<file path="config.mk">
export PLATFORM = sky130hd
export DESIGN_NAME = sram_ctrl
export DESIGN_NICKNAME = d
export VERILOG_FILES = /design/src/rtl/sram_ctrl_pkg.sv /design/src/rtl/sram_byte_merge.sv /design/src/rtl/sram_ctrl.sv
export SDC_FILE = /design/constraint.sdc
export NUM_CORES = 1
export LEC_CHECK = 0
export ABC_AREA = 1
export BUFFER_PORTS_ARGS = -buffer_cell sky130_fd_sc_hd__buf_4
export CORE_ASPECT_RATIO = 1.4
export CORE_MARGIN = 2
export CORE_UTILIZATION = 55
export CTS_CLUSTER_SIZE = 8
export DETAILED_ROUTE_END_ITERATION = 7
export MAX_ROUTING_LAYER = met4
export PLACE_DENSITY = 0.93
export SYNTH_ARGS = -nofsm -noshare
export SYNTH_HDL_FRONTEND = slang
export SYNTH_SLANG_ARGS = --single-unit
</file>
<file path="constraint.sdc">
create_clock -name clk0 -period 3.8 [get_ports clk0]
set_clock_uncertainty 0.15 [all_clocks]
set_input_delay 0.38 -clock clk0 [delete_from_list [all_inputs] [get_ports clk0]]
set_output_delay 0.38 -clock clk0 [all_outputs]
set_load 0.02 [all_outputs]
</file>
<file path="src/rtl/sram_ctrl_pkg.sv">
// Shared types, widths and helpers for the OpenRAM 128x32 initiator.
// The merge helper is also used by the instruction-side fill path.
package sram_ctrl_pkg;

    localparam int DATA_WIDTH = 32;
    localparam int ADDR_WIDTH = 7;
    localparam int MASK_WIDTH = DATA_WIDTH / 8;

    typedef enum logic [2:0] {
        IDLE     = 3'd0,
        RD_DATA  = 3'd1,
        RMW_DATA = 3'd2,
        RMW_WR   = 3'd3,
        RESP     = 3'd4
    } sram_ctrl_state_e;

    function automatic logic [DATA_WIDTH-1:0] mask_to_bits(input logic [MASK_WIDTH-1:0] mask);
        logic [DATA_WIDTH-1:0] bits;
        bits = {DATA_WIDTH{1'b0}};
        for (int i = 0; i < MASK_WIDTH; i++) begin
            bits[i*8 +: 8] = {8{mask[i]}};
        end
        return bits;
    endfunction

endpackage

</file>
<file path="src/rtl/sram_byte_merge.sv">
// Combinational byte-lane merge: bytes selected by mask come from new_word,
// the rest keep old_word.
module sram_byte_merge
    import sram_ctrl_pkg::*;
(
    input  logic [DATA_WIDTH-1:0] old_word,
    input  logic [DATA_WIDTH-1:0] new_word,
    input  logic [MASK_WIDTH-1:0] mask,
    output logic [DATA_WIDTH-1:0] merged
);

    logic [DATA_WIDTH-1:0] bitmask_s;

    assign bitmask_s = mask_to_bits(mask);
    assign merged    = (old_word & ~bitmask_s) | (new_word & bitmask_s);

endmodule

</file>
<file path="src/rtl/sram_ctrl.sv">
// Single-outstanding initiator for the OpenRAM macro; partial-mask stores
// are done as read-modify-write since the macro has no byte enables.
module sram_ctrl #(
    parameter int DATA_WIDTH = 32,
    parameter int ADDR_WIDTH = 7,
    parameter int MASK_WIDTH = DATA_WIDTH / 8
) (
    input  logic                  clk0,
    input  logic                  rst_n,
    input  logic                  req_valid,
    output logic                  req_ready,
    input  logic                  req_we,
    input  logic [MASK_WIDTH-1:0] req_mask,
    input  logic [ADDR_WIDTH-1:0] req_addr,
    input  logic [DATA_WIDTH-1:0] req_wdata,
    output logic                  rsp_valid,
    input  logic                  rsp_ready,
    output logic [DATA_WIDTH-1:0] rsp_rdata,
    output logic                  csb0,
    output logic                  web0,
    output logic [ADDR_WIDTH-1:0] addr0,
    output logic [DATA_WIDTH-1:0] din0,
    input  logic [DATA_WIDTH-1:0] dout0
);
    import sram_ctrl_pkg::*;

    sram_ctrl_state_e      state_r, next_s;
    logic                  accept_s;
    logic                  mask_full_s, mask_none_s;
    logic [ADDR_WIDTH-1:0] addr_r;
    logic [MASK_WIDTH-1:0] mask_r;
    logic [DATA_WIDTH-1:0] wdata_r;
    logic [DATA_WIDTH-1:0] merged_s, merged_r;
    logic [DATA_WIDTH-1:0] rdata_r;
    logic                  rsp_valid_r;

    assign mask_full_s = &req_mask;
    assign mask_none_s = ~|req_mask;
    assign req_ready   = (state_r == IDLE);
    assign rsp_valid   = rsp_valid_r;
    assign rsp_rdata   = rdata_r;

    sram_byte_merge u_merge (
        .old_word (dout0),
        .new_word (wdata_r),
        .mask     (mask_r),
        .merged   (merged_s)
    );

    // Next-state and macro pin decode; pins idle whenever reset is asserted.
    always_comb begin
        next_s   = state_r;
        accept_s = 1'b0;
        csb0     = 1'b1;
        web0     = 1'b1;
        addr0    = {ADDR_WIDTH{1'b0}};
        din0     = {DATA_WIDTH{1'b0}};
        if (!rst_n) begin
            next_s = IDLE;
        end else begin
            case (state_r)
                IDLE: begin
                    if (req_valid) begin
                        accept_s = 1'b1;
                        if (!req_we) begin
                            csb0   = 1'b0;
                            addr0  = req_addr;
                            next_s = RD_DATA;
                        end else if (mask_full_s) begin
                            csb0   = 1'b0;
                            web0   = 1'b0;
                            addr0  = req_addr;
                            din0   = req_wdata;
                            next_s = RESP;
                        end else if (mask_none_s) begin
                            next_s = RESP;
                        end else begin
                            // Partial store: fetch the old word first.
                            csb0   = 1'b0;
                            addr0  = req_addr;
                            next_s = RMW_DATA;
                        end
                    end else begin
                        next_s = IDLE;
                    end
                end
                RD_DATA:  next_s = RESP;
                RMW_DATA: next_s = RMW_WR;
                RMW_WR: begin
                    csb0   = 1'b0;
                    web0   = 1'b0;
                    addr0  = addr_r;
                    din0   = merged_r;
                    next_s = RESP;
                end
                RESP: begin
                    if (rsp_ready) begin
                        next_s = IDLE;
                    end else begin
                        next_s = RESP;
                    end
                end
                default: next_s = IDLE;
            endcase
        end
    end

    // State register.
    always_ff @(posedge clk0 or negedge rst_n) begin
        if (!rst_n) begin
            state_r <= IDLE;
        end else begin
            state_r <= next_s;
        end
    end

    // Request latch and RMW merge register.
    always_ff @(posedge clk0 or negedge rst_n) begin
        if (!rst_n) begin
            addr_r   <= {ADDR_WIDTH{1'b0}};
            mask_r   <= {MASK_WIDTH{1'b0}};
            wdata_r  <= {DATA_WIDTH{1'b0}};
            merged_r <= {DATA_WIDTH{1'b0}};
        end else begin
            if (accept_s) begin
                addr_r  <= req_addr;
                mask_r  <= req_mask;
                wdata_r <= req_wdata;
            end
            if (state_r == RMW_DATA) begin
                merged_r <= merged_s;
            end
        end
    end

    // Registered response channel; writes always return zero data.
    always_ff @(posedge clk0 or negedge rst_n) begin
        if (!rst_n) begin
            rsp_valid_r <= 1'b0;
            rdata_r     <= {DATA_WIDTH{1'b0}};
        end else begin
            rsp_valid_r <= (next_s == RESP);
            if (state_r == RD_DATA) begin
                rdata_r <= dout0;
            end else if (accept_s && req_we) begin
                rdata_r <= {DATA_WIDTH{1'b0}};
            end
        end
    end

endmodule

</file>
-- Word level (Yosys, flattened, before mapping)
Cells that the tools add are included.
- bitwise logic cells: 4
- muxes and demuxes: 34
- reductions and logical operators: 6
- eq/ne operators: 5
- operators with widths (kind ; count):
    $mux 32 ; 6
    $and 32x32->32 ; 2
    $pmux 32 s2 ; 1
    $mux 7 ; 5
    $not 32->32 ; 1
    $or 32x32->32 ; 1
    $mux 3 ; 6
    $pmux 7 s2 ; 1
    $mux 1 ; 12
    $pmux 3 s4 ; 1
    $eq 3x2->1 const B ; 2
    $eq 3x3->1 const B ; 2
    $pmux 1 s2 ; 2
    $reduce_and 4->1 ; 1
    $reduce_or 4->1 ; 1
    $eq 3x1->1 const B ; 1
    $logic_not 3->1 ; 1
    $reduce_bool 2->1 ; 1
    $reduce_or 2->1 ; 1
    $logic_and 1x1->1 ; 1
- output and inout port bits: 75
- bits in registers: 111
- input bits: 80

-- Longest topological paths before layout
Gate-level depths: netlist of run 1.
- word-level depth: 8
- mapped depth: 7
- gate-level depth less buffers: 6

-- Cells and area by module
From an unflattened synthesis of run 1, not the netlist that was laid out.
- cell total of the unflattened synthesis: 744
- area total of the unflattened synthesis: 5496.5 um^2
- by module, submodules not included (module ; times used ; area an instance (um^2) ; cells an instance ; sequential area each (um^2)):
    sram_ctrl ; 1 ; 5076.1 ; 640 ; 2777.7
    sram_byte_merge ; 1 ; 420.4 ; 104 ; 0.0

-- Worst setup path after synthesis of run 1
OpenSTA, ideal clock, no wires.
- path kind: reg2out
- from: reg state_r[0]
- to: out din0[10]
- setup slack: 1865 ps
- cell stages (with the launch flop): 7
- arrival time: 1405 ps
- cell sequence: dfrtp_1 -> nor2_2 -> nand2_2 -> nor2_4 -> buf_4 -> nand3_1 -> a21oi_1
- word-level cells in the longest chain between the ends: 3
- RTL lines (item ; RTL line ; text):
    from (decl) ; sram_ctrl.sv:27 ; sram_ctrl_state_e state_r, next_s;
    from (signal assigned) ; sram_ctrl.sv:113 ; state_r <= next_s;
    $eq 3x2->1 / $logic_not 3->1 (equally long branches) ; sram_ctrl.sv:61 ; case (state_r)
    $pmux 32 s2 * ; sram_ctrl.sv:61 ;
    $mux 32 * ; sram_ctrl.sv:58 ; if (!rst_n) begin
    to (decl) ; sram_ctrl.sv:22 ; output logic [DATA_WIDTH-1:0] din0,
Mark *: on every way between the ends. The rest lies on a longest branch, timed or not.

-- Worst setup path after layout of run 1
- from: reg state_r[0]
- to: out din0[19]
The elaborated chain is that of the path after synthesis.

==> results of run 1 <==
area by class of cell:
type | instances | area, um2
fill | 723 | 2680
clock inverter | 3 | 42.54
inverter | 39 | 146.4
tap | 132 | 165.2
multi-input combinational | 507 | 2238
timing repair buffer | 160 | 1205
clock buffer | 12 | 256.5
sequential | 111 | 2778
worst max-delay path by stage:
stage | startpoint | to | slack, ns | cells after the start
finish | state_r[0]$_DFF_PN0_ | din0[19] | 0.91 | 6
global route | state_r[0]$_DFF_PN0_ | din0[16] | 0.75 | 6
CTS | state_r[0]$_DFF_PN0_ | din0[19] | 0.95 | 6
detailed placement | state_r[0]$_DFF_PN0_ | rsp_rdata[17]$_DFFE_PN0P_ | 1.13 | 6
global placement | state_r[0]$_DFF_PN0_ | rsp_rdata[17]$_DFFE_PN0P_ | 1.24 | 6
floorplan | state_r[0]$_DFF_PN0_ | din0[10] | 1.87 | 6
stage by stage:
step	hold slack (ns)	utilization	cell area, um2	setup slack, ns
final	0.06899	0.7182	6832	0.9063
after global routing	0.09625	0.7182	6832	0.7539
after CTS	0.08893	0.7182	6832	0.9550
after detailed placement	0.3085	0.6868	6533	1.133
after global placement	0.3042	0.6868	6533	1.239
after floorplan	-0.06559	-	5398	1.865
critical path, stage by stage (launching register included):
cell and delay [ns]:
sky130_fd_sc_hd__dfrtp_1 0.44, sky130_fd_sc_hd__nor2_2 0.16, sky130_fd_sc_hd__nand2_2 0.11, sky130_fd_sc_hd__nor2_4 0.73, sky130_fd_sc_hd__nand3_1 0.18, sky130_fd_sc_hd__a21oi_1 0.22, sky130_fd_sc_hd__buf_4 0.17
sequential cells by signal, summed over array words and instances, names as in the netlist:
signal	count
addr_r	7
mask_r	4
merged_r	32
rsp_rdata	32
rsp_valid	1
state_r	3
wdata_r	32
cells in the final DEF (no fill, tap or decap), types with 2 or more instances in the layout:
master                      count
sky130_fd_sc_hd__nor2_4         3
sky130_fd_sc_hd__nor2_2         2
sky130_fd_sc_hd__o21ai_0       46
sky130_fd_sc_hd__clkbuf_16      9
sky130_fd_sc_hd__nand2_2        3
sky130_fd_sc_hd__o21ai_1       21
sky130_fd_sc_hd__nand3_1      116
sky130_fd_sc_hd__nor2_1         6
sky130_fd_sc_hd__inv_2          2
sky130_fd_sc_hd__clkbuf_8       2
sky130_fd_sc_hd__inv_1         37
sky130_fd_sc_hd__buf_4        159
sky130_fd_sc_hd__a21oi_1       42
sky130_fd_sc_hd__dfrtp_1      111
sky130_fd_sc_hd__nand2_1      264
logic make-up after synthesis:
| group | synth area share |
|---|---|
| compound gates | 0.1025 |
| buf+inv | 0.07255 |
| simple gates | 0.3104 |
| flops | 0.5146 |
power groups by stage:
stage	Combinational, uW	Sequential [uW]	Clock, uW
floorplan	577	1860	0
CTS	1050	1810	961
global route	1180	1860	994
detailed placement	1050	1820	0
global placement	1010	1810	0
finish	1050	1810	953
routing by layer:
layer  up-vias  GRT usage
met5         -          -
met4         0     0.1000
met3        35    0.04558
met2       203     0.4792
met1      2491     0.3641
li1       2522          -
cells in the mapped netlist, types with 2 or more instances:
library cell                 n  area, um2
sky130_fd_sc_hd__clkbuf_1   17      63.81
sky130_fd_sc_hd__nand2_2     3      18.77
sky130_fd_sc_hd__o21ai_0    46      230.2
sky130_fd_sc_hd__nand3_1   116      580.6
sky130_fd_sc_hd__buf_1       3      11.26
sky130_fd_sc_hd__nor2_1      8      30.03
sky130_fd_sc_hd__buf_4       4      30.03
sky130_fd_sc_hd__a21oi_1    42      210.2
sky130_fd_sc_hd__o21ai_1    21      105.1
sky130_fd_sc_hd__inv_1      38      142.6
sky130_fd_sc_hd__nor2_4      2      22.52
sky130_fd_sc_hd__nand2_1   264      991.0
sky130_fd_sc_hd__buf_2      28      140.1
sky130_fd_sc_hd__dfrtp_1   111       2778
==> impl_metrics.xml, run 1 <==
<?xml version="1.0" encoding="UTF-8"?>
<metrics>
  <group name="run_status">
    <metric name="outcome" unit="">completed</metric>
  </group>
  <group name="placed_design">
    <metric name="place_inst" unit="">949</metric>
    <metric name="io_buffers" unit="">154</metric>
    <metric name="finalWeightedCongestion" unit="">0.8279</metric>
    <metric name="half_perimeter_wire_length_after_detailed_placement" unit="um">9768</metric>
  </group>
  <group name="grt">
    <metric name="globalRoute.totalOverflow" unit="">0</metric>
    <metric name="number_of_global_route_vias_before_repair" unit="">5066</metric>
    <metric name="grt_first_pass_wirelength" unit="um">23560</metric>
    <metric name="total_routing_usage_reported_by_global_routing" unit="">0.2907</metric>
    <metric name="grt_antenna_before_repair" unit="">0</metric>
    <metric name="grt_start_max_net_pins" unit="">87</metric>
  </group>
  <group name="floorplanning">
    <metric name="chipHeight" unit="um">121.2</metric>
    <metric name="io_pins" unit="">155</metric>
    <metric name="floorplan.core_area" unit="mm2">0.009512</metric>
    <metric name="start_util" unit="">0.5675</metric>
    <metric name="die-area" unit="mm2">0.01063</metric>
    <metric name="std_cell_rows" unit="">42</metric>
    <metric name="die_span_in_x" unit="um">87.73</metric>
  </group>
  <group name="synthesis">
    <metric name="mappedNetlistArea" unit="mm2">0.005398</metric>
    <metric name="ys_ff_latch" unit="">111</metric>
    <metric name="synthCells" unit="">709</metric>
    <metric name="yosys_most_used_dff" unit="">sky130_fd_sc_hd__dfrtp_1</metric>
    <metric name="synth_enable_flop_cells" unit="">0</metric>
    <metric name="synth.distinct_cells" unit="">20</metric>
    <metric name="synth.net_count" unit="">789</metric>
    <metric name="yosysWarningCount" unit="">0</metric>
    <metric name="yosysSeqAreaShare" unit="">0.5146</metric>
    <metric name="synth_async_sr_flop_share" unit="">1.000</metric>
    <metric name="synthesis.area_per_instance" unit="um2">7.613</metric>
  </group>
  <group name="worst_setup_path">
    <metric name="rrSetupSlack" unit="ns">1.10</metric>
    <metric name="critical_path_required" unit="ns">3.27</metric>
    <metric name="reg_to_reg_startpoint" unit="">state_r[0]$_DFF_PN0_</metric>
    <metric name="worstPathMaxFanout" unit="">35</metric>
    <metric name="critical_path.endpoint_type" unit="">primary output</metric>
    <metric name="critPathKind" unit="">reg -&gt; out</metric>
    <metric name="cp-start-kind" unit="">flop</metric>
    <metric name="critical_path_arrival" unit="ns">2.36</metric>
    <metric name="reg2reg_depth" unit="">6</metric>
    <metric name="worstReg2RegEnd" unit="">rsp_rdata[11]$_DFFE_PN0P_</metric>
  </group>
  <group name="cells_and_area">
    <metric name="synthesis_to_finish_area_growth" unit="%">26.56</metric>
    <metric name="number_of_diodes_added_for_antenna_fixing" unit="">0</metric>
    <metric name="layout-drive-gt1-share" unit="">0.2236</metric>
    <metric name="post_layout_nonfiller_instances" unit="">964</metric>
    <metric name="nNetsFinal" unit="">908</metric>
  </group>
  <group name="detailed_routing">
    <metric name="routed-wl-met2" unit="um">7611</metric>
    <metric name="mean_number_of_vias_per_cell" unit="">5.447</metric>
    <metric name="drt-total-wl" unit="um">14780</metric>
    <metric name="drtAntennaViolNets" unit="">0</metric>
    <metric name="drt_drc_violations_left" unit="">0</metric>
    <metric name="detailroute.via_count" unit="">5251</metric>
    <metric name="wl_per_cell" unit="um">15.34</metric>
    <metric name="met3_length" unit="um">734</metric>
    <metric name="met1_length" unit="um">6045</metric>
    <metric name="detail_route.first_pass.iterations" unit="">5</metric>
    <metric name="top_signal_layer_used" unit="">met4</metric>
    <metric name="initialDrtViolationCount" unit="">460</metric>
  </group>
  <group name="cts">
    <metric name="htreeDepth" unit="">3</metric>
    <metric name="postCtsSetupRepairBufs" unit="">0</metric>
    <metric name="post_cts_resized" unit="">0</metric>
    <metric name="tritoncts" unit="">done</metric>
    <metric name="maximum_buffer_depth_of_the_clock_tree" unit="">2</metric>
    <metric name="clk_latency" unit="ns">0.34</metric>
    <metric name="cts.reportedPaths.clkPinSlew" unit="ns">0.07</metric>
    <metric name="cts-root-buf" unit="">sky130_fd_sc_hd__clkbuf_16</metric>
    <metric name="post_cts_hold_buffer_count" unit="">0</metric>
    <metric name="clkSinkCount" unit="">111</metric>
    <metric name="numCtsBuffers" unit="">9</metric>
  </group>
  <group name="sta">
    <metric name="timing.final.max_slew_violations" unit="">0</metric>
    <metric name="layout_worst_path_cycle_share" unit="">0.7615</metric>
    <metric name="timing.slew.headroom" unit="">0.2491</metric>
    <metric name="final.setup.tns" unit="ns">0</metric>
    <metric name="setup_viol" unit="">0</metric>
    <metric name="rsz0062_at_grt" unit="">no</metric>
    <metric name="period_needed" unit="ns">2.894</metric>
    <metric name="worst-slew-pin-transition" unit="ns">1.125</metric>
    <metric name="report.final.hold_viol_count" unit="">0</metric>
    <metric name="timing.fmax" unit="MHz">345.6</metric>
  </group>
  <group name="pwr">
    <metric name="sw_frac_of_total" unit="">0.3357</metric>
    <metric name="power_per_cell_area" unit="mW/mm2">557.9</metric>
    <metric name="total_power" unit="uW">3812</metric>
    <metric name="power.static_leakage" unit="uW">0.003522</metric>
    <metric name="vdd.ir_drop.worst" unit="V">0.0003058</metric>
    <metric name="cellInternalPower" unit="uW">2532</metric>
    <metric name="p_clk_frac" unit="">0.250</metric>
    <metric name="power.share.combinational" unit="">0.274</metric>
    <metric name="switching_power" unit="uW">1280</metric>
    <metric name="power.share.sequential" unit="">0.475</metric>
  </group>
  <group name="flow_run">
    <metric name="cap_violations" unit="">0</metric>
  </group>
  <group name="hold_path">
    <metric name="worst_min_delay_path_class" unit="">in -&gt; async</metric>
  </group>
</metrics>
Power figures use the tool's default switching activity.
==> run 2: changes to the inputs <==
- ABC_AREA: 1 -> 0
- CORE_UTILIZATION: 55 -> 46
- PLACE_DENSITY: 0.93 -> 0.85
- clock period: 3.8 -> 2.5 ns (I/O delays scaled with it)
==> run 2 against run 1 <==
First-iteration DRC count down 44%. Sequential power up 61%. Non-clock buffer count up 66. The flow now finishes with violations (setup timing). Via count down 22%. Combinational power up 65%. Critical endpoint is now din0[17]. Critical path depth unchanged. Cell area up 4.3%. Sequential cell count unchanged. Global-route usage down 3.5 points.
==> impl_metrics.xml, run 2 <==
<?xml version="1.0" encoding="UTF-8"?>
<metrics>
  <group name="run_status">
    <metric name="outcome" unit="">complete, but fails checks</metric>
    <metric name="violated_checks" unit="">setup timing</metric>
  </group>
  <group name="cells_and_area">
    <metric name="synthesis_to_finish_area_growth" unit="%">46.31</metric>
    <metric name="nNetsFinal" unit="">670</metric>
    <metric name="final_common_cell" unit="">sky130_fd_sc_hd__buf_4</metric>
    <metric name="layout-drive-gt1-share" unit="">0.4034</metric>
    <metric name="layout_common_cells" unit="">sky130_fd_sc_hd__buf_4, sky130_fd_sc_hd__dfrtp_1, sky130_fd_sc_hd__a22o_1, sky130_fd_sc_hd__dlygate4sd3_1, sky130_fd_sc_hd__mux2_2</metric>
    <metric name="final.fill_count" unit="">740</metric>
    <metric name="number_of_diodes_added_for_antenna_fixing" unit="">0</metric>
    <metric name="post_layout_nonfiller_instances" unit="">733</metric>
  </group>
  <group name="detailed_routing">
    <metric name="drt-total-wl" unit="um">14450</metric>
    <metric name="drtAntennaViolNets" unit="">0</metric>
    <metric name="wl_per_cell" unit="um">19.71</metric>
    <metric name="initialDrtViolationCount" unit="">259</metric>
    <metric name="mean_number_of_vias_per_cell" unit="">5.573</metric>
    <metric name="detail_route.first_pass.iterations" unit="">4</metric>
    <metric name="detailroute.via_count" unit="">4085</metric>
    <metric name="drt_drc_violations_left" unit="">0</metric>
  </group>
  <group name="synthesis">
    <metric name="synth_enable_flop_cells" unit="">0</metric>
    <metric name="ys_ff_latch" unit="">111</metric>
    <metric name="synth_async_sr_flop_share" unit="">1.000</metric>
    <metric name="synth.distinct_cells" unit="">29</metric>
    <metric name="synth.top_cells.by_count" unit="">sky130_fd_sc_hd__dfrtp_1, sky130_fd_sc_hd__a22o_1, sky130_fd_sc_hd__mux2_2</metric>
    <metric name="synth_top_area_frac" unit="">0.5705</metric>
    <metric name="synth_largest_area_cell" unit="">sky130_fd_sc_hd__dfrtp_1</metric>
    <metric name="synthCells" unit="">383</metric>
    <metric name="synth.net_count" unit="">463</metric>
    <metric name="synth.area.top_cells" unit="">sky130_fd_sc_hd__dfrtp_1, sky130_fd_sc_hd__a22o_1, sky130_fd_sc_hd__mux2_2</metric>
    <metric name="post-synth-top-count-cell" unit="">sky130_fd_sc_hd__dfrtp_1</metric>
    <metric name="synthesis.area_per_instance" unit="um2">12.71</metric>
    <metric name="yosys_most_used_dff" unit="">sky130_fd_sc_hd__dfrtp_1</metric>
    <metric name="mappedNetlistArea" unit="mm2">0.004868</metric>
    <metric name="yosysSeqAreaShare" unit="">0.5705</metric>
    <metric name="yosysWarningCount" unit="">0</metric>
  </group>
  <group name="worst_setup_path">
    <metric name="reg2reg_depth" unit="">3</metric>
    <metric name="worst_setup_path_endpoint" unit="">din0[17]</metric>
    <metric name="critical_path.endpoint_type" unit="">primary output</metric>
    <metric name="reg_to_reg_startpoint" unit="">state_r[1]$_DFF_PN0_</metric>
    <metric name="rrSetupSlack" unit="ns">0.25</metric>
    <metric name="critical_path_arrival" unit="ns">2.15</metric>
    <metric name="critical_path_required" unit="ns">2.10</metric>
    <metric name="worstPathMaxFanout" unit="">7</metric>
    <metric name="worstReg2RegEnd" unit="">merged_r[6]$_DFFE_PN0N_</metric>
    <metric name="critPathKind" unit="">reg -&gt; out</metric>
    <metric name="cp-start-kind" unit="">flop</metric>
    <metric name="cp-startpoint" unit="">state_r[1]$_DFF_PN0_</metric>
  </group>
  <group name="pwr">
    <metric name="power_per_cell_area" unit="mW/mm2">836.9</metric>
    <metric name="power.static_leakage" unit="uW">0.003454</metric>
    <metric name="vdd.ir_drop.worst" unit="V">0.0005665</metric>
    <metric name="power.share.sequential" unit="">0.488</metric>
    <metric name="power.share.combinational" unit="">0.290</metric>
    <metric name="p_clk_frac" unit="">0.221</metric>
    <metric name="cellInternalPower" unit="uW">4059</metric>
    <metric name="sw_frac_of_total" unit="">0.3191</metric>
    <metric name="switching_power" unit="uW">1902</metric>
  </group>
  <group name="sta">
    <metric name="timing.final.max_slew_violations" unit="">0</metric>
    <metric name="rsz0062_at_grt" unit="">yes</metric>
    <metric name="setup_viol" unit="">25</metric>
    <metric name="hold_ws" unit="ns">0.009315</metric>
    <metric name="timing.fmax" unit="MHz">392.0</metric>
    <metric name="layout_worst_path_cycle_share" unit="">1.020</metric>
    <metric name="report.final.hold_viol_count" unit="">0</metric>
    <metric name="worst-slew-pin-transition" unit="ns">1.251</metric>
    <metric name="period_needed" unit="ns">2.551</metric>
    <metric name="timing.slew.headroom" unit="">0.1658</metric>
    <metric name="final_critical_path_setup_slack" unit="ns">-0.05101</metric>
  </group>
  <group name="placed_design">
    <metric name="finalWeightedCongestion" unit="">0.8382</metric>
    <metric name="half_perimeter_wire_length_after_detailed_placement" unit="um">8787</metric>
    <metric name="place_inst" unit="">657</metric>
    <metric name="io_buffers" unit="">154</metric>
  </group>
  <group name="floorplanning">
    <metric name="die_span_in_x" unit="um">90.95</metric>
    <metric name="std_cell_rows" unit="">44</metric>
    <metric name="floorplan.core_area" unit="mm2">0.01035</metric>
    <metric name="start_util" unit="">0.4704</metric>
    <metric name="die-area" unit="mm2">0.01143</metric>
    <metric name="io_pins" unit="">155</metric>
    <metric name="chipHeight" unit="um">125.7</metric>
  </group>
  <group name="grt">
    <metric name="grt_first_pass_wirelength" unit="um">22190</metric>
    <metric name="use_met3" unit="">0.03888</metric>
    <metric name="grt_start_max_net_pins" unit="">67</metric>
    <metric name="number_of_global_route_vias_before_repair" unit="">4241</metric>
    <metric name="globalRouteMet2Util" unit="">0.4484</metric>
    <metric name="globalRoute.totalOverflow" unit="">0</metric>
    <metric name="total_routing_usage_reported_by_global_routing" unit="">0.2557</metric>
    <metric name="grt_antenna_before_repair" unit="">0</metric>
    <metric name="grt_most_used_layer" unit="">met2</metric>
    <metric name="grt.met1_usage" unit="">0.2971</metric>
  </group>
  <group name="cts">
    <metric name="numCtsBuffers" unit="">9</metric>
    <metric name="cts-root-buf" unit="">sky130_fd_sc_hd__clkbuf_16</metric>
    <metric name="clk_latency" unit="ns">0.34</metric>
    <metric name="clkSinkCount" unit="">111</metric>
    <metric name="cts.reportedPaths.clkPinSlew" unit="ns">0.07</metric>
    <metric name="tritoncts" unit="">done</metric>
    <metric name="maximum_buffer_depth_of_the_clock_tree" unit="">2</metric>
    <metric name="htreeDepth" unit="">3</metric>
  </group>
  <group name="flow_run">
    <metric name="cap_violations" unit="">0</metric>
  </group>
  <group name="hold_path">
    <metric name="worst_min_delay_path_class" unit="">in -&gt; reg</metric>
  </group>
</metrics>
-- run 2: changes by cell type after synthesis, sizes merged, moves of 2 or more --
cell / previous run / this run
buf: 35 / 13
nor4: 0 / 2
a21oi: 42 / 5
o21ai: 67 / 36
mux2i: 0 / 32
mux2: 0 / 43
inv: 39 / 2
nor2: 11 / 0
nand3: 117 / 0
nand2: 267 / 36
a22o: 0 / 71
-- run 2: power by group through the flow --
stage	Sequential, uW	Clock [uW]	Combinational, uW
6_report	2910	1320	1730
2_1_floorplan	2920	0	892
5_1_grt	2980	1420	1870
4_1_cts	2900	1350	1710
3_5_place_dp	2920	0	1630
3_3_place_gp	2900	0	1570
-- run 2: worst min path at each step --
stage | startpoint | endpoint | slack, ns | cells after the start
2_1_floorplan | rst_n | addr_r[0]$_DFFE_PN0P_ | -0.20 | 0
4_1_cts | req_wdata[6] | wdata_r[6]$_DFFE_PN0P_ | 0.0007 | 2
3_5_place_dp | rst_n | merged_r[16]$_DFFE_PN0N_ | 0.24 | 2
3_3_place_gp | rst_n | merged_r[14]$_DFFE_PN0N_ | 0.24 | 2
6_report | req_wdata[14] | wdata_r[14]$_DFFE_PN0P_ | 0.009 | 2
5_1_grt | req_wdata[14] | wdata_r[14]$_DFFE_PN0P_ | -0.002 | 2
-- run 2: critical path: stages, from the launching register on --
cell and delay, ns:
sky130_fd_sc_hd__dfrtp_2 0.41, sky130_fd_sc_hd__or4b_4 0.57, sky130_fd_sc_hd__nor4_4 0.18, sky130_fd_sc_hd__buf_4 0.20, sky130_fd_sc_hd__clkbuf_16 0.17, sky130_fd_sc_hd__a22o_1 0.16
sky130_fd_sc_hd__buf_6 0.12
-- run 2: layout make-up --
type                            instances  area [um2]  share of cell area
Sequential cell                       111        2781              0.3905
Timing Repair Buffer                  226        1971              0.2767
Multi-Input combinational cell        240        1921              0.2696
Clock buffer                           14       254.0             0.03566
Tap cell                              138       172.7             0.02424
Clock inverter                          2       16.27            0.002284
Inverter                                2       7.507            0.001054
-- run 2: routing by layer --
layer  part of all wire  up-vias
met5                  0        -
met1               0.38     2084
met2               0.55      155
li1                   -     1826
met4              0.021        0
met3              0.044       20
-- run 2: logic make-up after synthesis --
family | Yosys count | share of synthesized area
AOI/OAI and AO/OA | 115 | 0.1753
buffers and inverters | 32 | 0.03598
DFF | 111 | 0.5705
and+or+nand+nor | 50 | 0.05295
muxes | 75 | 0.1653
-- run 2: metrics by stage --
step                setup slack, ns  total power, uW    util  setup TNS [ns]  instance area [um2]
global route                -0.1354             6279  0.6882          -3.759                 7123
finish                     -0.05101             5961  0.6882         -0.4639                 7123
CTS                        -0.07449             5952  0.6757          -1.942                 6993
detailed placement           0.2049             4553  0.5930               0                 6137
global placement             0.2806             4464  0.5930               0                 6137
floorplan                    0.3186             3815       -               0                 4868
-- run 2: what timing repair did --
item	CTS	global route
buffers inserted	6	1
gates resized for setup	20	10
hold buffers	44	6
pin swaps	5	3
setup endpoints to repair	39	39
cloned	1	2
endpoints found under the hold margin	154	6
